==> src/rtl/aes_result_led_pager.sv <==
// aes_result_led_pager: latches the AES result and pages it byte-by-byte onto 8 LEDs; define PAGER_AUTOSCROLL_EN for timed auto-advance
module aes_result_led_pager #(
    parameter int DEBOUNCE_CYCLES = 1000000,
    parameter int SCROLL_CYCLES = 50000000
) (
    input  logic         clk,
    input  logic         rst_n,
    input  logic         result_valid,
    input  logic [127:0] result,
    input  logic         btn_next,
    input  logic         auto_scroll,
    output logic [7:0]   disp_byte,
    output logic [3:0]   disp_idx,
    output logic         have_result
);
    localparam int CW = $clog2(DEBOUNCE_CYCLES);
    localparam logic [CW-1:0] CMAX = CW'(DEBOUNCE_CYCLES - 1);
    localparam logic [0:0] EMPTY = 1'b0;
    localparam logic [0:0] SHOW = 1'b1;
    logic [0:0] state;
    logic s1, s2, db, db_d, step, adv;
    logic [CW-1:0] cnt;
    logic [127:0] stored, src;
    logic [3:0] nidx;
    // button synchronizer, debounce counter and edge register
    always_ff @(posedge clk) begin
        if (!rst_n) begin
            s1 <= 1'b0;
            s2 <= 1'b0;
            db <= 1'b0;
            db_d <= 1'b0;
            cnt <= '0;
        end else begin
            s1 <= btn_next;
            s2 <= s1;
            db_d <= db;
            if (s2 == db) cnt <= '0;
            else if (cnt == CMAX) begin
                db <= s2;
                cnt <= '0;
            end else cnt <= cnt + 1'b1;
        end
    end
    assign step = db & ~db_d;
`ifdef PAGER_AUTOSCROLL_EN
    localparam int SW = $clog2(SCROLL_CYCLES);
    localparam logic [SW-1:0] SMAX = SW'(SCROLL_CYCLES - 1);
    logic [SW-1:0] scnt;
    logic expire;
    assign expire = (state == SHOW) && auto_scroll && (scnt == SMAX);
    // scroll period counter, restarted by any index change or when scrolling is off
    always_ff @(posedge clk) begin
        if (!rst_n || result_valid || step || !auto_scroll || state != SHOW || expire) scnt <= '0;
        else scnt <= scnt + 1'b1;
    end
    assign adv = step | expire;
`else
    logic unused_auto_scroll;
    assign unused_auto_scroll = auto_scroll;
    assign adv = step;
`endif
    assign nidx = result_valid ? 4'd0 : disp_idx + 4'd1;
    assign src = result_valid ? result : stored;
    // latch on result_valid (wins over a step), otherwise advance the page in SHOW
    always_ff @(posedge clk) begin
        if (!rst_n) begin
            state <= EMPTY;
            stored <= '0;
            disp_idx <= 4'd0;
            disp_byte <= 8'd0;
        end else if (result_valid || (state == SHOW && adv)) begin
            state <= SHOW;
            stored <= src;
            disp_idx <= nidx;
            disp_byte <= src[{~nidx, 3'b111} -: 8];
        end
    end
    assign have_result = (state == SHOW);
endmodule

==> config.mk <==
export PLATFORM = sky130hd
export DESIGN_NAME = aes_result_led_pager
export DESIGN_NICKNAME = d
export VERILOG_FILES = /design/src/rtl/aes_result_led_pager.sv
export SDC_FILE = /design/constraint.sdc
export NUM_CORES = 1
export LEC_CHECK = 0
export ABC_AREA = 1
export CAP_MARGIN = 20
export CORE_ASPECT_RATIO = 0.7
export CORE_UTILIZATION = 55
export CTS_CLUSTER_SIZE = 20
export DETAILED_ROUTE_END_ITERATION = 16
export PLACE_DENSITY = 0.84
export SLEW_MARGIN = 20
export SYNTH_ARGS = -nofsm -noshare
export SYNTH_HDL_FRONTEND = slang
export SYNTH_SLANG_ARGS = --single-unit
==> constraint.sdc <==
create_clock -name clk -period 4.6 [get_ports clk]
set_input_delay 0.69 -clock clk [delete_from_list [all_inputs] [get_ports clk]]
set_output_delay 0.69 -clock clk [all_outputs]
set_load 0.02 [all_outputs]
Word-level counts from Yosys, hierarchy flattened. Cells that the tools add are included.

Input bits: 133. Output and inout bits: 13. Logic and storage cells: 25. Bits in registers: 165.

Equality and inequality tests: 2. Mux-type cells: 2. Reductions and logical operators: 4. Shift-type cells: 1. Add/subtract/negate cells: 2. Bitwise logic cells: 5.

Operator list (number): $shiftx 135x8->8 (1); $mux 128 (1); $add 20x1->20 const B (1); $eq 20x20->1 const B (1); $add 4x1->4 const B (1); $mux 4 (1); $not 4->4 (1); $not 1->1 (3); $reduce_or 3->1 (1); $reduce_and 2->1 (1); $and 1x1->1 (1); $eq 1x1->1 (1); $logic_and 1x1->1 (1); $logic_or 1x1->1 (1).

Longest topological paths before layout.
Depth in word-level cells: 4. Mapped depth: 11. Depth with buffers taken out: 10.

Worst setup path before layout. OpenSTA, ideal clock, no wires.

Kind: in2reg. From: input port result_valid. To: register disp_byte[0]. Path slack: 2.862 ns. Arrival time: 1.629 ns. Required time: 4.490 ns. Buffers on the path: 2. Stages: 8. Setup time: 0.110 ns. Cells stage by stage: buf_6 buf_6 nor3_4 nand3_1 nand3_1 nand3_1 nand2_1 inv_1.

Cells in the longest elaborated chain, start to end: 3. Elaborated cells on any way between the ends: 5. Those cells by class: 1 x shift; 2 x mux; 1 x bitwise; 1 x reduce/logical.

RTL lines: start, declared (line 8) `input logic result_valid,`; $mux 4 (line 62) `assign nidx = result_valid ? 4'd0 : disp_idx + 4'd1;`; $not 4->4 (line 75) `disp_byte <= src[{~nidx, 3'b111} -: 8];`; $shiftx 135x8->8 (line 75); end signal, assigned (line 75); end, declared (line 12) `output logic [7:0] disp_byte,`.

Parallel ways exist; a longest one is shown, timed or not. A chain may end at the register's enable or synchronous reset.

Worst setup path in the final report.
From: input port result_valid. To: register disp_byte[7].

The elaborated chain is that of the path after synthesis.

==> results.json <==
{
  "drt_iter0_markers": 813,
  "htreeDepth": 4,
  "firstDrtPassIters": 5,
  "crit_chain": "buf_2 > inv_4 > nand2_1 > buf_4 > a21oi_1 > nand2_1 > nand3_1 > nand3_1 > a21oi_1",
  "wl_per_cell_um": 16.0,
  "placed_cells": 1312,
  "synth.avg_cell_area_um2": 7.18,
  "synth_top_area_share": 0.443,
  "worstPathArrival_ns": 3.05,
  "min_path_cells": 2,
  "core.rowCount": 35,
  "criticalPathCategory": "in2reg",
  "globalRouteOverflowTotal": 0,
  "endpoint_kind": "flop",
  "r2r_end": "disp_byte[4]",
  "hold_class": "reg2reg",
  "layout.cells.most_common": "nand2_1",
  "critical_path.max_stage_delay_ns": 0.68,
  "cts-resized-gates": 0,
  "grt_pass1_wl_mm": 34.1,
  "fin_skew_ns": 0.00861,
  "finalCritPeriodShare": 0.585,
  "fin_util": 0.719,
  "worst_pin_slew_ns": 0.983,
  "ant_nets": 0,
  "routed_wl_mm": 21.5,
  "ys_top_cells_by_area": "dfxtp_1 44%, nand2_1 10%, a21oi_1 7.2%",
  "synth_nets": 1174,
  "yosysTopAreaCell": "dfxtp_1",
  "ir_worst_vdd_uv": 281,
  "layout_common_cells": "207 x nand2_1, 165 x dfxtp_1, 143 x clkdlybuf4s50_1, 136 x nor2_1, 107 x a21oi_1",
  "reg2reg_from": "disp_idx[0]",
  "nNetsFinal": 1281,
  "clk_pin_slew_ns": 0.06,
  "die_h_um": 99.4,
  "core_region_area_um2": 13200,
  "ys_ff_latch": 165,
  "start_kind": "primary input",
  "grt_max_degree": 96,
  "finalSetupViolations": 0,
  "hold_path_startpoint": "s1",
  "worstPathBufferInverterCount": 3,
  "cp_slowest_cell": "nand2_1",
  "drc": 0,
  "post-dp-hpwl_mm": 14.3,
  "grt_pass1_vias": 6833,
  "io_buffers": 144,
  "clk_path_buf_depth": 2,
  "cts_tree": "yes",
  "crit_fanout": 64,
  "vias_per_cell": 5.54,
  "tns_ns": 0,
  "yosysUniqueCellTypes": 29,
  "netlist_area_um2": 7460,
  "drive_gt1_frac": 0.0553,
  "required_ns": 4.96,
  "dieArea_um2": 14000,
  "drv_cap": 0,
  "antenna_cells": 0,
  "fmax_mhz": 372,
  "whs_endpoint": "s2",
  "start_util": 0.566,
  "crit_family": "buffers and inverters",
  "die_x_um": 141,
  "areaGrowthSynthToFinish_pct": 27.2,
  "fill_cells": 1061,
  "boundaryPins": 146,
  "hold_viol": 0,
  "rsz0062_at_grt": "false",
  "antenna_found_initial": 0,
  "place_congestion": 0.912,
  "post_cts_buffers": 0,
  "grt_usage": 0.315,
  "seq_area_frac_synth": 0.443,
  "hold_buffers": 0,
  "fin_cells": 1343,
  "slew_headroom": 0.344,
  "synth_warnings": 0,
  "power_density_nw_per_um2": 369,
  "reg2reg_slack_ns": 2.07,
  "cts_root_buf": "clkbuf_16",
  "num_vias": 7440,
  "syn_inst": 1039,
  "rr_worst_depth": 7,
  "status": "complete, no violations",
  "p_leak_nw": 3.70,
  "cts_buffers": 17,
  "report.final.slew_viol_count": 0,
  "clock_sinks": 165,
  "fin_crit_ns": 2.69,
  "clk-insertion-delay-late_ns": 0.43
}
[final cells by class]
cell class	instances	area, um2	area share
Inverter	93	353	0.0372
Multi-Input combinational cell	716	3460	0.364
Tap cell	185	231	0.0244
Timing Repair Buffer	153	1520	0.160
Clock buffer	20	447	0.0471
Sequential cell	165	3300	0.348
Clock inverter	11	175	0.0185
[per-layer routing]
metal | GRT usage | share of wire | routed length [um]
met1 | 0.442 | 0.44 | 9550
met2 | 0.468 | 0.43 | 9220
met3 | 0.0804 | 0.11 | 2270
met4 | 0.111 | 0.021 | 457
met5 | 0 | 0 | 0
[worst min-delay path: stages (launching register included)]
cell and delay (ns):
dfxtp_1 0.31, nand2_1 0.07, inv_1 0.04
[stage by stage]
stage / hold slack (ns) / cell area, um2 / worst slack (ns) / total power, mW
after floorplan: 0.390 / 7460 / 2.86 / 1.80
after CTS: 0.454 / 9480 / 1.85 / 3.50
final: 0.450 / 9480 / 1.91 / 3.50
after global placement: 0.400 / 8850 / 1.52 / 1.99
after global routing: 0.461 / 9480 / 1.79 / 3.62
after detailed placement: 0.407 / 8850 / 1.46 / 1.99
[report_power, final]
part           internal [mW]  total, mW  switching (mW)
combinational          0.202      0.437           0.235
sequential              1.51       1.54          0.0294
clock                  0.925       1.52           0.598
[how the worst max path moves through the flow]
stage                       startpoint           end  depth (start not counted)
after floorplan           result_valid  disp_byte[0]                          8
after global placement    result_valid  disp_byte[7]                          9
after detailed placement  result_valid  disp_byte[7]                          9
after CTS                 result_valid  disp_byte[7]                          9
after global routing      result_valid  disp_byte[4]                          9
final                     result_valid  disp_byte[7]                          9
[state kept, by name, indices dropped and copies added, names as in the netlist]
name	cells
db_d	1
stored	128
disp_idx	4
cnt	20
disp_byte	8
have_result	1
s2	1
db	1
s1	1
[cells in the mapped netlist (all sizes together)]
| cell | count |
|---|---|
| a211oi | 50 |
| a21oi | 107 |
| buf | 44 |
| clkbuf | 21 |
| dfxtp | 165 |
| ha | 2 |
| inv | 93 |
| nand2 | 209 |
| nand3 | 103 |
| nand4 | 8 |
| nor2 | 143 |
| nor3 | 11 |
| nor3b | 2 |
| o211ai | 21 |
| o21ai | 44 |
| or2 | 10 |
| xnor2 | 1 |
| xor2 | 5 |
[kinds of logic (layout without fill, tap and decap cells)]
kind of cell	count (synthesis)	count (layout)	share of synthesized area
and+or+nand+nor	486	486	0.280
adders and majority gates	2	2	0.00336
xor gates and xnor gates	6	6	0.00705
AOI/OAI and AO/OA	222	222	0.173
DFF	165	165	0.443
buffers and inverters	158	277	0.0941
No activity file was read; power rests on OpenSTA's default activity.
